### config.mk
export PLATFORM = sky130hd
export DESIGN_NAME = hazard_forward_unit
export DESIGN_NICKNAME = d
export VERILOG_FILES = /design/src/rtl/hazard_forward_unit_pkg.sv /design/src/rtl/hazard_forward_unit_mul_scoreboard.sv /design/src/rtl/hazard_forward_unit.sv
export SDC_FILE = /design/constraint.sdc
export NUM_CORES = 1
export LEC_CHECK = 0
export ABC_AREA = 0
export CAP_MARGIN = 15
export CORE_MARGIN = 5
export CORE_UTILIZATION = 33
export CTS_CLUSTER_SIZE = 25
export DETAILED_ROUTE_END_ITERATION = 10
export PLACE_DENSITY = 0.86
export SLEW_MARGIN = 40
export SYNTH_ARGS = -nofsm -noshare
export SYNTH_HDL_FRONTEND = slang
export SYNTH_HIERARCHICAL = 1
export SYNTH_SLANG_ARGS = --single-unit
### constraint.sdc
create_clock -name clk -period 4.1 [get_ports clk]
set_clock_uncertainty 0.2 [all_clocks]
set_input_delay 0.82 -clock clk [delete_from_list [all_inputs] [get_ports clk]]
set_output_delay 0.82 -clock clk [all_outputs]
set_load 0.05 [all_outputs]
### src/rtl/hazard_forward_unit_pkg.sv
// Shared encodings for the forwarding/hazard unit and its scoreboard.
package hazard_pkg;

  // Operand source selects driven on fwd_sel_e
  localparam logic [1:0] FWD_RF = 2'd0;
  localparam logic [1:0] FWD_W  = 2'd1;
  localparam logic [1:0] FWD_M  = 2'd2;

  // Scoreboard counter value out of reset
  localparam logic [3:0] SB_CNT_RESET = 4'd0;

endpackage

### src/rtl/hazard_forward_unit_mul_scoreboard.sv
// Tracks the single in-flight multi-cycle op: whether it is pending, its
// destination register, and how many cycles remain before its W cycle.
module mul_scoreboard
  import hazard_pkg::*;
#(
  parameter int AW      = 5,
  parameter int MUL_LAT = 4
) (
  input  logic          clk,
  input  logic          rst_n,
  input  logic          mulIssue,
  input  logic [AW-1:0] issueDst,
  output logic          busy,
  output logic [AW-1:0] dst,
  output logic          late
);

  logic [3:0] cnt;

  // Reload on issue (even in the W cycle of the previous op), else count down, else retire
  always_ff @(posedge clk or negedge rst_n) begin
    if (!rst_n) begin
      busy <= 1'b0;
      dst  <= '0;
      cnt  <= SB_CNT_RESET;
    end else if (mulIssue) begin
      busy <= 1'b1;
      dst  <= issueDst;
      cnt  <= 4'(MUL_LAT - 1);
    end else if (busy) begin
      if (cnt != 4'd0) begin
        cnt <= cnt - 4'd1;
      end else begin
        busy <= 1'b0;
      end
    end
  end

  // With cnt==1 a consumer in D reaches E exactly in the W cycle, so only cnt>=2 blocks it
  assign late = busy && (cnt >= 4'd2);

endmodule

### src/rtl/hazard_forward_unit.sv
// Operand forwarding for NSRC sources plus load-use / multi-cycle stall
// generation for the five-stage pipeline.
module hazard_forward_unit
  import hazard_pkg::*;
#(
  parameter int XLEN    = 32,
  parameter int NSRC    = 2,
  parameter int AW      = 5,
  parameter int MUL_LAT = 4
) (
  input  logic                 clk,
  input  logic                 rst_n,
  input  logic [NSRC*AW-1:0]   src_reg_d,
  input  logic [AW-1:0]        dst_reg_d,
  input  logic                 reg_write_d,
  input  logic                 mul_d,
  input  logic [NSRC*AW-1:0]   src_reg_e,
  input  logic [NSRC*XLEN-1:0] rd_e,
  input  logic                 reg_write_e,
  input  logic                 mem_to_reg_e,
  input  logic [AW-1:0]        write_reg_e,
  input  logic                 mul_issue_e,
  input  logic                 reg_write_m,
  input  logic [AW-1:0]        write_reg_m,
  input  logic [XLEN-1:0]      alu_out_m,
  input  logic                 reg_write_w,
  input  logic [AW-1:0]        write_reg_w,
  input  logic [XLEN-1:0]      result_w,
  output logic [NSRC*XLEN-1:0] src_e,
  output logic [NSRC*2-1:0]    fwd_sel_e,
  output logic                 stall_d,
  output logic                 flush_e,
  output logic                 mul_busy
);

  logic          sbBusy;
  logic [AW-1:0] sbDst;
  logic          sbLate;
  logic [NSRC-1:0] loadUseHit;
  logic [NSRC-1:0] pendingHit;
  logic          loadUse;
  logic          rawPending;
  logic          structWaw;

  mul_scoreboard #(
    .AW      (AW),
    .MUL_LAT (MUL_LAT)
  ) uScoreboard (
    .clk      (clk),
    .rst_n    (rst_n),
    .mulIssue (mul_issue_e),
    .issueDst (write_reg_e),
    .busy     (sbBusy),
    .dst      (sbDst),
    .late     (sbLate)
  );

  for (genvar i = 0; i < NSRC; i++) begin : gOperand
    logic [AW-1:0]   srcE;
    logic [AW-1:0]   srcD;
    logic [1:0]      sel;
    logic [XLEN-1:0] val;

    assign srcE = src_reg_e[i*AW +: AW];
    assign srcD = src_reg_d[i*AW +: AW];

    // Pick the youngest producer: M beats W, register 0 always reads the file
    always_comb begin
      sel = FWD_RF;
      val = rd_e[i*XLEN +: XLEN];
      if (reg_write_m && (write_reg_m == srcE) && (srcE != '0)) begin
        sel = FWD_M;
        val = alu_out_m;
      end else if (reg_write_w && (write_reg_w == srcE) && (srcE != '0)) begin
        sel = FWD_W;
        val = result_w;
      end
    end

    assign src_e[i*XLEN +: XLEN] = val;
    assign fwd_sel_e[i*2 +: 2]   = sel;
    assign loadUseHit[i]         = (srcD == write_reg_e);
    assign pendingHit[i]         = (srcD == sbDst);
  end

  assign loadUse    = mem_to_reg_e && reg_write_e && (write_reg_e != '0) && (|loadUseHit);
  assign rawPending = sbLate && (sbDst != '0) && (|pendingHit);
  assign structWaw  = sbLate && (mul_d || (reg_write_d && (dst_reg_d == sbDst) && (sbDst != '0)));

  assign stall_d  = loadUse || rawPending || structWaw;
  assign flush_e  = stall_d;
  assign mul_busy = sbBusy;

endmodule

# --- Yosys cells after proc, flatten, opt, wreduce, memory -nomap -nowiden ---
# Cells that the tools add are included.
totals:
  output_inout_bits: 71
  in_bits: 177
  reg_bits: 10
  wordCells: 58
classes:
  n_lt_le_gt_ge: 1
  muxes: 14
  n_reduce_logical: 30
  n_eq_ne: 9
  addsub: 1
ops:
  columns: ["cell", "count"]
  rows:
  - ["$mux 32", 4]
  - ["$eq 5x5->1", 9]
  - ["$reduce_bool 5->1", 4]
  - ["$logic_and 1x1->1", 17]
  - ["$mux 4", 3]
  - ["$mux 1", 5]
  - ["$ge 4x2->1 const B", 1]
  - ["$mux 2", 2]
  - ["$reduce_bool 2->1", 2]
  - ["$reduce_bool 4->1", 1]
  - ["$reduce_or 2->1", 2]
  - ["$sub 4x1->4 const B", 1]
  - ["$logic_or 1x1->1", 3]
  - ["$reduce_and 2->1", 1]

# --- Logic depth before layout (Yosys ltp) ---
logic_depth:
  depth_word: 6
  mapped_depth: 7
  depth_no_buf: 5

# --- By module ---
# Netlist, hierarchy kept.
by_module_without_submodules:
  columns: ["module", "n_inst", "cells_each", "area_per_inst_um2", "seq_area_each_um2"]
  rows:
  - ["hazard_forward_unit", 1, 290, 2065.7, 0.0]
  - ["mul_scoreboard", 1, 39, 476.7, 250.2]

# --- Worst setup path before layout ---
# No wires, ideal clock.
synth_path:
  path_kind: "input port to output port"
  startpoint: "input src_reg_e[2]"
  endpoint: "output src_e[0]"
  required_time_ns: 3.080
  n_path_buf: 1
  arrival_time_ns: 2.854
  path_slack_ns: 0.226
  path_stages: 5
  path_cell_list: "or4_1 -> nor2_2 -> nor4_1 -> buf_6 -> o21ai_0"
synth_via:
  elab_chain_cells: 5
  word_cells_on_any_way: 9
  cone_classes: "eq/ne (2); mux (2); reduce/logical (5)"
synth_rtl:
  columns: ["item", "line", "text"]
  rows:
  - ["start: declaration", "hazard_forward_unit.sv:17", "input logic [NSRC*AW-1:0] src_reg_e,"]
  - ["$eq 5x5->1", "hazard_forward_unit.sv:74", "end else if (reg_write_w && (write_reg_w == srcE) && (srcE != '0)) begin"]
  - ["$logic_and 1x1->1 (2 in series)", "hazard_forward_unit.sv:74", null]
  - ["$mux 32", "hazard_forward_unit.sv:74", null]
  - ["$mux 32 *", "hazard_forward_unit.sv:71", "if (reg_write_m && (write_reg_m == srcE) && (srcE != '0)) begin"]
  - ["end: declaration", "hazard_forward_unit.sv:29", "output logic [NSRC*XLEN-1:0] src_e,"]
# Every way passes the cells marked *; elsewhere a longest branch is shown, timed or not.

# --- Worst setup path in the final report ---
layout_path:
  startpoint: "input src_reg_e[8]"
  endpoint: "output src_e[35]"
# Same word-level chain as after synthesis.

==> metrics.csv <==
stage,metric,value,unit
run_status,status,completed,
setup_path,Startpoint Class,primary input,
finish,Area Overhead vs Synth,132,%
grt,GR Util met3,8.50,%
yosys,post-synth top area share,26.4,%
flow_run,maxcap violations,0,
yosys,synth top area cells,"mux2i_1, dfrtp_1, nand2_1",
die,die area,9560,µm²
pwr,sw power,0.482,mW
clock_tree,Sink Count,10,
yosys,main flop type after synthesis,dfrtp_1,
grt,M1 GR Usage,30.7,%
pwr,part of the power in combinational logic,77.7,%
detailed_routing,Detailed Routing Iterations Pass 1,4,
yosys,"area leader, netlist",mux2i_1,
clock_tree,CTS Root Cell,clkbuf_8,
detailed_routing,vias,3500,
clock_tree,Clock Tree Buf Depth,2,
die,die span in y,97.8,µm
grt,largest net degree at the start of global routing,51,
yosys,Synthesis Warnings,6,
place,Post-DP HPWL,12.1,mm
pwr,Pwr Total,1.10,mW
die,Top Ports,248,
setup_path,CP required,3080,ps
yosys,"EDFF count, synth",0,
yosys,synth cell count leaders,"mux2i_1, nand2_1, o21ai_1, xnor2_1, xor2_1",
sta,# setup viols final,0,
detailed_routing,DRC Markers,0,
clock_tree,CTS tree,done,
finish,antenna cells,0,
pwr,pwr/cell area,187,nW/µm²
detailed_routing,post-route ant nets,0,
worst_hold_path,Worst Hold Class,reg2reg,
detailed_routing,Routed WL per cell,20.8,µm
pwr,power share of the clock group,9.3,%
sta,count of pins over their slew limit,0,
yosys,Synth cell types,32,
clock_tree,Post-CTS Hold Buffers,0,
finish,Filler Cell Count,516,
setup_path,Crit. End Element,primary output,
yosys,top-count cell post-synth,mux2i_1,
grt,vias in the first global route,3693,
yosys,post-synthesis cell count,329,
yosys,synthesized area per cell,7.73,µm²
setup_path,critical path arrival,3020,ps
grt,first-pass GRT wire length,21.3,mm
die,Initial Util,33.4,%
detailed_routing,via/cell ratio,5.14,
grt,GRT Util Overall,28.2,%
grt,initial antenna violation count,2,
clock_tree,total CTS buffers,3,
sta,Slew Limit Headroom,66.4,%
finish,final std cells w/o fill,681,
sta,final setup margin,65.0,ps
yosys,"Async S/R FF share, synth",100,%
finish,Nets,761,
clock_tree,clk slew on worst S/H paths,50,ps
sta,final setup TNS,0,ps
die,Rows,32,
die,die width,97.8,µm
pwr,VDD IR-drop max,228,µV
setup_path,worst-path fanout max,8,
sta,Final Critical Period,4040,ps
yosys,Mapped Area,2540,µm²
grt,met2 usage,50.7,%
yosys,register bit count reported by yosys,10,
sta,slew of the pin with the lowest slew margin,502,ps
clock_tree,Post-CTS Setup Inserts,0,
setup_path,largest stage delay on the critical path,520,ps
pwr,Flop pwr share,13.0,%
sta,fin crit share,98.4,%
pwr,switching share of total power,43.7,%
setup_path,CP max-delay cell,or4_4,
sta,Max Freq,0.248,GHz
detailed_routing,DRT iter0 DRCs,132,
die,Core Region,7610,µm²
finish,Final Cell Area,5900,µm²
clock_tree,H-Tree Depth,1,
place,dpl ws,-54.1,ps
setup_path,CP Class,in2out,
setup_path,most frequent CP cell,buf_4,
yosys,Synth Net Count,509,
yosys,register area share after synthesis,9.84,%
pwr,Leak,2.12,nW
pwr,cell internal pwr,0.620,mW
grt,grt peak-use layer,met2,
place,dpl cells,678,
finish,layout cell share with drive strength beyond 1,20.7,%
setup_path,worst-path cell chain,"clkdlybuf4s50_1, or4_4, nor2_4, nor4_4, buf_4, buf_4, buf_4, mux2i_1, o21ai_2, buf_12",
sta,final hold vios,0,
clock_tree,worst skew pair latency,240,ps
place,port buffer count,247,
grt,grt total ovfl,0,
place,global placer's final weighted congestion,1.00,
place,post-placement cell area,5840,µm²
detailed_routing,final wirelength,14.2,mm
-- power by group through the flow --
stage / Sequential (mW) / Clock, mW / Combinational [mW]
global placement: 0.141 / 0 / 0.832
global route: 0.146 / 0.108 / 0.895
finish: 0.143 / 0.103 / 0.857
detailed placement: 0.144 / 0 / 0.852
CTS: 0.143 / 0.102 / 0.856
floorplan: 0.142 / 0 / 0.377
-- path summary, 6_finish.rpt --
| check | slack, ps | cells past startpoint | startpoint | to |
|---|---|---|---|---|
| min in group asynchronous | 700 | 1 | rst_n | uScoreboard/cnt[0] |
| max in group asynchronous | 2670 | 1 | rst_n | uScoreboard/dst[4] |
| setup reg to reg | 2490 | 5 | uScoreboard/cnt[0] | uScoreboard/cnt[0] |
| setup / recovery | 60 | 10 | src_reg_e[8] | src_e[35] |
| hold reg to reg | 390 | 2 | uScoreboard/cnt[3] | uScoreboard/cnt[3] |
| hold / removal | 390 | 2 | uScoreboard/cnt[3] | uScoreboard/cnt[3] |
-- critical path, delay by kind of cell --
kind,cells,cell delay (ps)
buffers and inverters,5,1150
AND/OR/NAND/NOR,3,730
AO/OA/AOI/OAI,1,180
multiplexers,1,130
-- cells by family after synthesis --
logic type / count (synthesis) / synth area share (%)
xor+xnor: 45 / 15.5
buf+inv: 25 / 8.02
mux: 72 / 28.6
fa+ha+maj: 3 / 1.48
simple gates: 101 / 19.2
compound gates: 73 / 17.3
flops: 10 / 9.84
-- area by class of cell --
type                            instances  area [µm²]  area share, %
Clock buffer                            3        41.3          0.699
Inverter                                2        7.51          0.127
Multi-Input combinational cell        294        2120           35.9
Sequential cell                        10         250           4.24
Tap cell                              102         128           2.16
Timing Repair Buffer                  270        3360           56.8
-- metal layers --
layer | up-vias | routed length (µm)
li1 | 1669 | -
met1 | 1604 | 5150
met2 | 176 | 7040
met3 | 47 | 1290
met4 | 4 | 645
met5 | - | 23
-- per-stage QoR --
stage	hold WS (ps)	util [%]
6_report	394	77.6
2_1_floorplan	256	-
3_3_place_gp	351	76.6
3_5_place_dp	376	76.8
4_1_cts	388	77.5
5_1_grt	410	77.6
-- registers in the layout, indices dropped and copies added, names as in the netlist --
register          flops
uScoreboard/dst       5
uScoreboard/cnt       4
uScoreboard/busy      1
-- cells in the final DEF (no fill, tap or decap), drive strengths merged --
master | Yosys | final
clkdlybuf4s50 | 0 | 175
buf | 18 | 93
mux2i | 67 | 67
nand2 | 66 | 66
o21ai | 66 | 66
xnor2 | 28 | 28
xor2 | 17 | 17
dfrtp | 10 | 10
nor2 | 8 | 8
nand4 | 5 | 5
mux2 | 5 | 5
nor3 | 4 | 4
or4 | 4 | 4
nor4 | 4 | 4
nor2b | 3 | 3
nand3 | 3 | 3
o211ai | 3 | 3
clkbuf | 5 | 3
ha | 3 | 3
dlygate4sd2 | 0 | 2
inv | 2 | 2
nand2b | 2 | 2
a31oi | 1 | 1
o221ai | 1 | 1
o41a | 1 | 1
or3b | 1 | 1
a21oi | 1 | 1
nor4b | 1 | 1
-- repair_timing --
action,in CTS,in global routing
pin swaps,2,1
gates resized for setup,5,3
endpoints found under the setup margin,8,11
No activity file was read; power rests on OpenSTA's default activity.
